## config.mk

```make
export PLATFORM = sky130hd
export DESIGN_NAME = spi_master_xfer
export DESIGN_NICKNAME = d
export VERILOG_FILES = /design/src/rtl/spi_pkg.sv /design/src/rtl/spi_clk_gen.sv /design/src/rtl/spi_master_xfer.sv
export SDC_FILE = /design/constraint.sdc
export NUM_CORES = 1
export LEC_CHECK = 0
export CAP_MARGIN = 30
export CORE_ASPECT_RATIO = 1.25
export CORE_MARGIN = 3
export CORE_UTILIZATION = 37
export CTS_BUF_LIST = sky130_fd_sc_hd__clkbuf_2 sky130_fd_sc_hd__clkbuf_4 sky130_fd_sc_hd__clkbuf_8
export CTS_CLUSTER_DIAMETER = 200
export DETAILED_ROUTE_END_ITERATION = 16
export GPL_TIMING_DRIVEN = 0
export PLACE_DENSITY = 0.7
export RECOVER_POWER = 25
export SLEW_MARGIN = 20
export SYNTH_ARGS = -nofsm -noshare
export SYNTH_HDL_FRONTEND = slang
export SYNTH_HIERARCHICAL = 1
export SYNTH_SLANG_ARGS = --single-unit
```

## constraint.sdc

```tcl
create_clock -name dclk -period 3.6 [get_ports dclk]
set_input_delay 0.72 -clock dclk [delete_from_list [all_inputs] [get_ports dclk]]
set_output_delay 0.72 -clock dclk [all_outputs]
set_load 0.02 [all_outputs]
```

## src/rtl/spi_pkg.sv

```systemverilog
// Shared types and mode constants for the SPI master transfer engine.
package spi_pkg;

    typedef enum logic [2:0] {
        IDLE,
        LEAD,
        XFER,
        TRAIL,
        DONE
    } spi_state_t;

    // CPHA values: which sclk edge of each bit cell samples miso
    localparam int unsigned SAMPLE_LEADING  = 0;
    localparam int unsigned SAMPLE_TRAILING = 1;

endpackage

```

## src/rtl/spi_clk_gen.sv

```systemverilog
// sclk divider: counts CLK_DIV dclk cycles per half-period while enabled and
// toggles sclk at each half-period end when toggling is allowed.
module spi_clk_gen #(
    parameter int unsigned CLK_DIV = 2,
    parameter int unsigned CPOL    = 0
) (
    input  logic dclk,
    input  logic rst_n,
    input  logic en,
    input  logic sclk_en,
    output logic div_stb,
    output logic lead_stb,
    output logic trail_stb,
    output logic sclk
);

    localparam int unsigned DIV_W = (CLK_DIV > 1) ? $clog2(CLK_DIV) : 1;
    localparam logic [DIV_W-1:0] DIV_LAST = DIV_W'(CLK_DIV - 1);
    localparam logic IDLE_LVL = CPOL[0];

    logic [DIV_W-1:0] div_cnt;
    logic             sclk_q;

    assign div_stb   = en && (div_cnt == DIV_LAST);
    assign lead_stb  = div_stb && sclk_en && (sclk_q == IDLE_LVL);
    assign trail_stb = div_stb && sclk_en && (sclk_q != IDLE_LVL);
    assign sclk      = sclk_q;

    // Disabling parks the divider at zero and sclk at its idle level
    always_ff @(posedge dclk or negedge rst_n) begin
        if (!rst_n) begin
            div_cnt <= '0;
            sclk_q  <= IDLE_LVL;
        end else if (!en) begin
            div_cnt <= '0;
            sclk_q  <= IDLE_LVL;
        end else begin
            div_cnt <= div_stb ? '0 : div_cnt + 1'b1;
            if (div_stb && sclk_en) begin
                sclk_q <= ~sclk_q;
            end
        end
    end

endmodule

```

## src/rtl/spi_master_xfer.sv

```systemverilog
// SPI master transfer engine: frames one DATA_W word per start with cs_n,
// full-duplex shift in all four CPOL/CPHA modes, start/busy/done handshake.
module spi_master_xfer
    import spi_pkg::*;
#(
    parameter int unsigned DATA_W  = 16,
    parameter int unsigned CLK_DIV = 2,
    parameter int unsigned CPOL    = 0,
    parameter int unsigned CPHA    = 0
) (
    input  logic              dclk,
    input  logic              rst_n,
    input  logic              start,
    input  logic              lsb_first,
    input  logic [DATA_W-1:0] tx_data,
    output logic              busy,
    output logic              done,
    output logic [DATA_W-1:0] rx_data,
    output logic              sclk,
    output logic              mosi,
    input  logic              miso,
    output logic              cs_n
);

    localparam int unsigned EDGE_W = $clog2(2 * DATA_W);
    localparam logic [EDGE_W-1:0] EDGE_LAST = EDGE_W'(2 * DATA_W - 1);

    spi_state_t state_q, state_d;

    logic [DATA_W-1:0] tx_sr, rx_sr, tx_rev, rx_rev;
    logic [EDGE_W-1:0] edge_cnt;
    logic              lsb_q, mosi_q;
    logic              div_stb, lead_stb, trail_stb;
    logic              sample_stb, shift_stb, active;

    assign active = (state_q == LEAD) || (state_q == XFER) || (state_q == TRAIL);

    spi_clk_gen #(
        .CLK_DIV (CLK_DIV),
        .CPOL    (CPOL)
    ) u_clk_gen (
        .dclk      (dclk),
        .rst_n     (rst_n),
        .en        (active),
        .sclk_en   (state_q == XFER),
        .div_stb   (div_stb),
        .lead_stb  (lead_stb),
        .trail_stb (trail_stb),
        .sclk      (sclk)
    );

    // The last trailing edge in CPHA=0 must not shift, so mosi holds the final bit
    assign sample_stb = (CPHA == SAMPLE_LEADING) ? lead_stb : trail_stb;
    assign shift_stb  = (CPHA == SAMPLE_LEADING) ? (trail_stb && (edge_cnt != EDGE_LAST))
                                                 : lead_stb;

    always_comb begin
        tx_rev = '0;
        rx_rev = '0;
        for (int unsigned i = 0; i < DATA_W; i++) begin
            tx_rev[i] = tx_data[DATA_W-1-i];
            rx_rev[i] = rx_sr[DATA_W-1-i];
        end
    end

    always_ff @(posedge dclk or negedge rst_n) begin
        if (!rst_n) begin
            state_q <= IDLE;
        end else begin
            state_q <= state_d;
        end
    end

    always_comb begin
        state_d = state_q;
        unique case (state_q)
            IDLE:    if (start) state_d = LEAD;
            LEAD:    if (div_stb) state_d = XFER;
            XFER:    if (div_stb && (edge_cnt == EDGE_LAST)) state_d = TRAIL;
            TRAIL:   if (div_stb) state_d = DONE;
            DONE:    state_d = IDLE;
            default: state_d = IDLE;
        endcase
    end

    always_comb begin
        busy = (state_q != IDLE);
        done = (state_q == DONE);
        cs_n = (state_q == IDLE) || (state_q == DONE);
        mosi = 1'b0;
        if (active) begin
            mosi = (CPHA == SAMPLE_LEADING) ? tx_sr[DATA_W-1] : mosi_q;
        end
    end

    // LSB-first words are reversed on the way in and out so the shifters always run MSB-first
    always_ff @(posedge dclk or negedge rst_n) begin
        if (!rst_n) begin
            tx_sr    <= '0;
            rx_sr    <= '0;
            rx_data  <= '0;
            edge_cnt <= '0;
            lsb_q    <= 1'b0;
            mosi_q   <= 1'b0;
        end else begin
            if ((state_q == IDLE) && start) begin
                tx_sr    <= lsb_first ? tx_rev : tx_data;
                lsb_q    <= lsb_first;
                rx_sr    <= '0;
                edge_cnt <= '0;
                mosi_q   <= 1'b0;
            end
            if ((state_q == XFER) && div_stb) begin
                edge_cnt <= edge_cnt + 1'b1;
            end
            if (sample_stb) begin
                rx_sr <= {rx_sr[DATA_W-2:0], miso};
            end
            if (shift_stb) begin
                mosi_q <= tx_sr[DATA_W-1];
                tx_sr  <= {tx_sr[DATA_W-2:0], 1'b0};
            end
            if ((state_q == TRAIL) && div_stb) begin
                rx_data <= lsb_q ? rx_rev : rx_sr;
            end
        end
    end

endmodule

```

==> results of run 1 <==
[critical path: cells and delay by family (launching register included)]
kind / cells / cell delay, ps
and+or+nand+nor: 2 / 470
DFF: 1 / 370
buffers and inverters: 2 / 790
[through the flow]
| step | cells | setup WS (ps) | util | power (mW) |
|---|---|---|---|---|
| after floorplan | 289 | 1580 | - | 1.73 |
| after global placement | 421 | -43.6 | 0.459 | 2.06 |
| after detailed placement | 422 | 1200 | 0.462 | 2.10 |
| after CTS | 438 | 898 | 0.487 | 2.66 |
| after global routing | 438 | 788 | 0.486 | 2.81 |
| final | 438 | 921 | 0.486 | 2.62 |
[per-layer routing]
metal	GRT usage	up-vias
met3	0.0258	8
met4	0.0588	0
met5	0	-
met1	0.162	1051
li1	-	1125
met2	0.247	43
[final timing paths]
path | start | to | depth (start not counted)
max in group asynchronous | rst_n | tx_sr[13] | 2
min | rst_n | rx_data[3] | 1
max | state_q[2] | mosi | 4
max reg2reg | state_q[1] | tx_sr[2] | 7
min reg2reg | rx_data[4] | rx_data[4] | 2
min in group dclk | rx_data[4] | rx_data[4] | 2
[cell type report]
type                       instances  share of cell area
multi-input combinational        205               0.364
timing repair buffer              41               0.115
inverter                           3             0.00308
clock buffer                      12              0.0434
sequential                        59               0.403
buffer                            22              0.0328
clock inverter                     4             0.00684
tap                               92              0.0314
[power by group through the flow]
| stage | Clock [mW] | Combinational, mW | Sequential, mW |
|---|---|---|---|
| floorplan | 0 | 0.648 | 1.08 |
| global placement | 0 | 1.05 | 1.01 |
| detailed placement | 0 | 1.07 | 1.03 |
| CTS | 0.566 | 1.08 | 1.01 |
| global route | 0.596 | 1.17 | 1.04 |
| finish | 0.551 | 1.06 | 1.01 |
[cell usage after synthesis (2+ instances only)]
master and count:
nor2_1 5, and2_1 3, nand2b_1 2, o21ai_0 33
nand2_1 70, buf_6 4, o311ai_0 2, and3_1 2
inv_1 3, nand3_1 22, ha_1 2, a21oi_1 2
or3_1 2, clkbuf_1 11, mux2i_1 32, o311ai_2 13
buf_2 6, dfrtp_1 59
[flip-flops by register name, indices dropped and copies added (netlist names)]
signal / flops
tx_sr: 16
state_q: 3
rx_data: 16
lsb_q: 1
edge_cnt: 5
u_clk_gen/div_cnt: 1
rx_sr: 16
u_clk_gen/sclk: 1
[logic make-up (layout without fill, tap and decap cells)]
kind of cell / count (synthesis) / in the layout
AND/OR/NAND/NOR: 114 / 114
flip-flops: 59 / 59
AO/OA/AOI/OAI: 54 / 54
multiplexers: 34 / 34
buffers and inverters: 25 / 82
adder cells (fa/ha/maj): 2 / 2
XOR/XNOR: 1 / 1
==> summary.md, run 1 <==
| Metric | Value |
|---|---|
| Drt total wl | 5880 um |
| Die area | 9060 um^2 |
| Compound-gate portion of the synthesized area | 0.147 |
| Switching part of the total | 0.359 |
| CTS H-Tree Depth | 3 |
| Status | completed |
| RSZ-0062 raised after global routing | false |
| DRT Pass-1 Iters | 4 |
| Routed met1 length | 2590 um |
| PostCTS Resize Cnt | 0 |
| Initial Util | 0.390 |
| CTS clock-pin slew for the worst setup and hold paths | 70 ps |
| Library cells used by synthesis | 34 |
| FMAX | around 0.37 GHz |
| Mux cell area share after synthesis | 0.118 |
| Minimum hold slack | 453 ps |
| Sinks on Clock Net | 59 |
| Slew Limit Headroom | 0.455 |
| Seq pwr share | 0.385 |
| GRT Util Overall | 0.139 |
| Post-synthesis adder-cell area fraction | 0.00851 |
| DP Area | 3480 um^2 |
| Register Area | between 1000 and 1500 um^2 |
| Leakage Power | 1.59 nW |
| Logic pwr share | 0.405 |
| Critical path arrival | 1960 ps |
| Avg Inst Size Synth | 10.2 um^2 |
| Clock Tree Buf Depth | 2 |
| Overflow after GRT | 0 |
| Final non-filler cell area | roughly 3700 um^2 |
| Commonest non-fill, non-tap cells in the layout | nand2_1 (70), dfrtp_1 (59), clkdlybuf4s50_1 (39) |
| Fin crit share | 0.744 |
| Number of synthesis warnings | 6 |
| Clock root cell | clkbuf_8 |
| Met2 WL | about 3000 um |
| Starting DRT DRC Count | 107 |
| Die width | 85.7 um |
| Max Cap Viol | 0 |
| Vias in the first global route | 2282 |
| Post-synthesis sequential area ratio | 0.502 |
| Worst Path Required | 2880 ps |
| Initial antenna violation count | 0 |
| # nets final | about 360 |
| Clock Latency Late Sink | around 330 ps |
| Reg-to-reg slack, setup | 1260 ps |
| Postcts setup bufs | 0 |
| Final setup violation count | 0 |
| Multi-input gate area | 1330 um^2 |
| Post-synth EDFFs | 0 |
| Minimum clock period | about 2700 ps |
| Hold buffers post-CTS | 0 |
| CTS Buf Count | 9 |
| Synth Area in Simple Gates | 0.177 |
| Final GP Congestion | 0.731 |
| Post-DRT Antenna Nets | 0 |
| Worst hold path class | in -> async |
| Largest cells by area after synthesis | dfrtp_1 (50%), mux2i_1 (11%), nand2_1 (8.9%), o311ai_2 (7.2%), o21ai_0 (5.6%) |
| CTS tree | built |
| NetSw | approximately 0.94 mW |
| Setup crit start kind | register |
| Critical path class | reg -> out |
| Mapped Area | between 2000 and 3000 um^2 |
| Fill cell count | between 700 and 800 |
| Int Power | about 1.7 mW |
| Commonest non-fill, non-tap cell in the layout | nand2_1 |
| CP Cell Sequence | clkbuf_1, nor2_1, and2_1, clkdlybuf4s50_1 |
| Top cell type's share of synthesized area | 0.502 |
| Post-synth ARST share | 1.00 |
| Crit end category | primary output |
| Critical Path Slowest Stage Cell | clkdlybuf4s50_1 |
| Wire per inst | between 10 and 15 um |
| First-pass GRT wire length | 10200 um |
| Die height | 106 um |
| Core Area | 7530 um^2 |
| Crit-path max FO | 10 |
| Drt via density | 5.08 |
| Share of cells above drive strength 1 | 0.130 |
| CP max stage delay | around 600 ps |
| Via count | 2227 |
| Num rows | 35 |
| Clk pwr share | 0.210 |
| Syn nets | 312 |
| Ports | 42 |
| TNS Setup | 0 ps |
| Post-synthesis xor/xnor area fraction | 0.00298 |
| Final Slew Violations | 0 |
| VDD IR max | 0.000349 V |
| Post-DP HPWL | between 4000 and 5000 um |
| DRC viols | 0 |
| Area leader, netlist | dfrtp_1 |
| Inserted Diodes | 0 |
| Setup Skew | 7.80 ps |
| Maximum number of pins on one net before global-route repair | 47 |
| Worst slew pin tran | between 800 and 900 ps |
| P per Cell Area | 717 nW/um^2 |
| Area Growth Syn to Fin | 24.5% |
| Top_reg_cell synth | dfrtp_1 |
| Main combinational cell family by area after synthesis | simple AND/OR/NAND/NOR gates |
| Cells after Synth | 289 |
| Met3 wire len | 203 um |
| IO Port Bufs | 40 |
| Top routing layer used | met4 |
| FF+latch count, synth | just under 60 |
| Hold Vio Cnt, Final | 0 |
Note: power is estimated with default switching activity, not from simulation.
==> inputs of run 2 (changes only) <==
Clock period 3.6 ns to 2.6 ns, I/O delays scaled along.
==> summary.md, run 2 (synthesized netlist as in run 1, its figures left out) <==
| Metric | Value |
|---|---|
| Share of cells above drive strength 1 | 0.133 |
| Crit-path max FO | 10 |
| Die width | 85.7 um |
| Fin crit share | 0.925 |
| Via count | around 2.2k |
| CTS Buf Count | 9 |
| RSZ-0062 raised after global routing | false |
| Ports | 42 |
| Num rows | 35 |
| Vias in the first global route | 2282 |
| Worst slew pin tran | 1120 ps |
| DRC viols | 0 |
| Max Cap Viol | 0 |
| Worst Path Required | 2080 ps |
| Drt total wl | 5900 um |
| Top flop regs | rx_data x16, rx_sr x16, tx_sr x16 |
| Leakage Power | 1.58 nW |
| Core Area | 7530 um^2 |
| CTS tree | built |
| Clock root cell | clkbuf_8 |
| Slew Limit Headroom | 0.252 |
| Setup Skew | 7.79 ps |
| First-pass GRT wire length | 10200 um |
| Hold Vio Cnt, Final | 0 |
| Critical path class | reg -> out |
| Commonest non-fill, non-tap cell in the layout | nand2_1 |
| Post-DRT Antenna Nets | 0 |
| Initial antenna violation count | 0 |
| Minimum clock period | between 2000 and 2500 ps |
| Wire per inst | 13.5 um |
| Post-DP HPWL | 4330 um |
| GRT Util Overall | 0.139 |
| Sinks on Clock Net | 59 |
| Util after Layout | 0.483 |
| Final total power | between 3 and 4 mW |
| Area Growth Syn to Fin | 23.8% |
| Final GP Congestion | 0.731 |
| CTS clock-pin slew for the worst setup and hold paths | 70 ps |
| Crit end category | primary output |
| P per Cell Area | 998 nW/um^2 |
| Die height | 106 um |
| Drt via density | approximately 5 |
| Inserted Diodes | 0 |
| # nets final | 364 |
| Status | completed |
| Clock Latency Late Sink | 330 ps |
| CTS H-Tree Depth | 3 |
| Hold buffers post-CTS | 0 |
| Final Slew Violations | 0 |
| Clock Tree Buf Depth | 2 |
| Commonest non-fill, non-tap cells in the layout | nand2_1 (70), dfrtp_1 (59), clkdlybuf4s50_1 (39) |
| IO Port Bufs | 40 |
| Initial Util | 0.390 |
| Maximum number of pins on one net before global-route repair | 47 |
| FMAX | around 0.42 GHz |
| Starting DRT DRC Count | 110 |
| DRT Pass-1 Iters | 4 |
| VDD IR max | 0.000484 V |
| Overflow after GRT | 0 |
| Worst hold path class | in -> async |
| Final setup violation count | 0 |
| Critical path arrival | 1880 ps |
| Die area | 9060 um^2 |
| Setup crit start kind | register |
## run 2: cell types whose count changed in the layout (fill, tap and decap cells not counted)
cell	change
clkbuf_2	+1
nor2_2	+1
nor2_1	-1
buf_16	-1
## run 2: worst paths after layout
| kind | start | end | depth (start not counted) | slack [ps] |
|---|---|---|---|---|
| setup reg to reg | state_q[1] | tx_sr[2] | 7 | 250 |
| hold / removal | rst_n | rx_data[3] | 1 | 200 |
| min in group dclk | rx_data[4] | rx_data[4] | 2 | 480 |
| hold reg to reg | rx_data[4] | rx_data[4] | 2 | 480 |
| max in group asynchronous | rst_n | tx_sr[13] | 2 | 870 |
| setup / recovery | state_q[2] | mosi | 4 | 200 |
## run 2: layout make-up
cell class                 count  area (um^2)
buffer                        22          120
fill                         725         3890
clock inverter                 4         25.0
multi-input combinational    205         1340
tap                           92          115
sequential                    59         1480
clock buffer                  12          159
timing repair buffer          41          399
inverter                       3         11.3
## run 2: metal layers
metal	wire, um	part of all wire	GRT usage
met4	88	0.015	0.0588
met2	3020	0.51	0.247
met5	0	0	0
met1	2590	0.44	0.162
met3	197	0.033	0.0258
## run 2: what timing repair did
action,CTS,global route
endpoints found under the hold margin,0,0
setup endpoints to repair,0,1
gates resized for setup,0,1
buffers inserted,0,0
## run 2: critical path, cell delays in order (launching register included)
cell and delay (ps):
dfrtp_1 370, clkbuf_1 200, nor2_2 240, and2_1 150, clkdlybuf4s50_1 600
## run 2: stage by stage
step	setup TNS (ps)	hold slack, ps	std cells	area (um^2)	setup WS [ps]
final	0	196	438	3640	196
after global routing	0	258	438	3640	21.7
after CTS	0	24.5	438	3660	97.9
after detailed placement	0	390	422	3480	239
after global placement	-49560	463	421	3460	-844
after floorplan	0	224	289	2940	582
## run 2: power by group
part	switching [mW]	internal, mW
Sequential	0.183	1.22
Combinational	0.767	0.703
Clock	0.357	0.405
Total	1.31	2.33
==> edit: new RTL, settings of run 2 <==
Re-encode `spi_state_t` (5 states) as one-hot, 5 bits wide.
--- a/src/rtl/spi_pkg.sv
+++ b/src/rtl/spi_pkg.sv
@@ -1,12 +1,12 @@
 // Shared types and mode constants for the SPI master transfer engine.
 package spi_pkg;
 
-    typedef enum logic [2:0] {
-        IDLE,
-        LEAD,
-        XFER,
-        TRAIL,
-        DONE
+    typedef enum logic [4:0] {
+        IDLE  = 5'b00001,
+        LEAD  = 5'b00010,
+        XFER  = 5'b00100,
+        TRAIL = 5'b01000,
+        DONE  = 5'b10000
     } spi_state_t;
 
     // CPHA values: which sclk edge of each bit cell samples miso
Check against the original RTL: same outputs for any inputs over 10 cycles, from zero or initial values and one cycle with rst_n low; not proved beyond that.
==> edit against run 2 <==
Wire length grew 7.8%. Sequential cell count grew 2. Count of clock-buffer cells in the layout grew 1. Setup slack gained 8.4 ps. Area after synthesis grew 6.4%. Design area grew 7.5%. Power shrank 19%. Maximum frequency grew 0.35%.
==> edit: results (changes against run 2) <==
metric,value,unit,change
share of cells above drive strength 1,18.5,%,+5.2 points
Final Net Count,380,,+4.4%
met1 WL,2.90,mm,+12%
Max Fanout on Critical Path,9,,-1
Worst Skew,6.30,ps,-1.49 ps
dpl cell area,3670,µm²,+5.5%
first-pass GRT wire length,11.0,mm,+8.5%
Lkg Pwr,1.71,nW,+8.1%
Fillers,764,,+5.4%
all-layer global routing usage,14.6,%,+0.66 points
status,completed,,
Top Metal Used,met4,,
final wirelength,6.36,mm,+7.8%
RePlAce Congestion,0.818,,+12%
Syn Nets,326,,+4.5%
"Distinct cells, synth",40,,+18%
post-synthesis sequential area ratio,48.8,%,-1.4 points
Rel. slew slack,71.5,%,+46 points
hold crit path type,reg -> reg,,
pin count of the biggest net entering global routing,58,,+23%
R2R depth,10,,+3
synth warn,6,,unchanged
detailed-route vias per instance,5.21,,+2.5%
hpwl dp,4.54,mm,+4.8%
post-synthesis async set-or-reset flop share,100,%,unchanged
antenna violations before repair,0,,unchanged
met2 wire length,3.10,mm,+2.5%
peak supply drop,0.000350,V,-28%
Post-synth top cells,"nand2_1, dfrtp_1, mux2i_1, nand3_1, o21ai_0",,
largest cells by area after synthesis,"dfrtp_1, mux2i_1, nand2_1",,
Top Registers,"rx_data (16), rx_sr (16), tx_sr (16)",,
met3 routed WL,237,µm,+20%
number of global-route vias before repair,2434,,+6.7%
1st-iter DRT viols,119,,+8.2%
H-tree depth,3,,unchanged
## edit: layout make-up
cell class                      count  area (µm²)  area share, %
Sequential cell                    61        1530           39.0
Buffer                             22         149           3.80
Multi-Input combinational cell    219        1460           37.4
Inverter                            1        3.75         0.0959
Clock buffer                       13         173           4.41
Timing Repair Buffer               43         437           11.2
Clock inverter                      3        42.5           1.09
Tap cell                           95         119           3.04
## edit: routing by layer
metal / GRT usage, % / vias to the layer above
met5: 0 / -
met1: 17.8 / 1132
met2: 24.3 / 45
met4: 6.59 / 0
met3: 3.25 / 11
li1: - / 1191
## edit: worst max-delay path, cell delays in order, from the launching register on
cell,delay (ps)
dfstp_2,510
buf_2,240
nor2_1,60
and3_2,200
clkdlybuf4s50_1,530
## edit: power breakdown
| part | total [mW] | internal [mW] | switching [mW] |
|---|---|---|---|
| registers | 1.19 | 1.10 | 0.0899 |
| clock network | 0.901 | 0.531 | 0.371 |
| logic | 0.833 | 0.406 | 0.427 |
| total | 2.93 | 2.04 | 0.888 |
## edit: cells by family after synthesis
family                   count (synthesis)  synth area share, %
AO/OA/AOI/OAI                           59                 15.5
XOR/XNOR                                 2                0.560
adder cells (fa/ha/maj)                  2                0.800
buffers and inverters                   23                 4.76
flip-flops                              61                 48.8
multiplexers                            32                 10.2
AND/OR/NAND/NOR                        124                 19.3
## edit: metrics by stage
step | std cells | hold slack, ps | util (%) | worst slack, ps
final | 457 | 487 | 48.8 | 204
after global routing | 457 | 518 | 48.8 | 88.2
after CTS | 457 | 491 | 48.8 | 133
after detailed placement | 439 | 340 | 45.8 | -62.3
after global placement | 438 | 469 | 45.5 | -966
after floorplan | 303 | 224 | - | 410
## edit: timing repair
action / in CTS / in global routing
buffers inserted: 1 / 0
setup endpoints to repair: 16 / 15
pin swaps: 1 / 0
resized for setup: 4 / 6
endpoints found under the hold margin: 4 / 0
hold buffers: 1 / 0
## edit: worst paths after layout
path / slack [ps] / from / end
worst min-delay path: 490 / rx_data[12] / rx_data[12]
worst max-delay path: 200 / state_q[0] / done
worst max register to register: 290 / state_q[2] / rx_data[1]
worst min register to register: 490 / rx_data[12] / rx_data[12]
max in group asynchronous: 1310 / rst_n / state_q[0]
min in group asynchronous: 620 / rst_n / tx_sr[6]
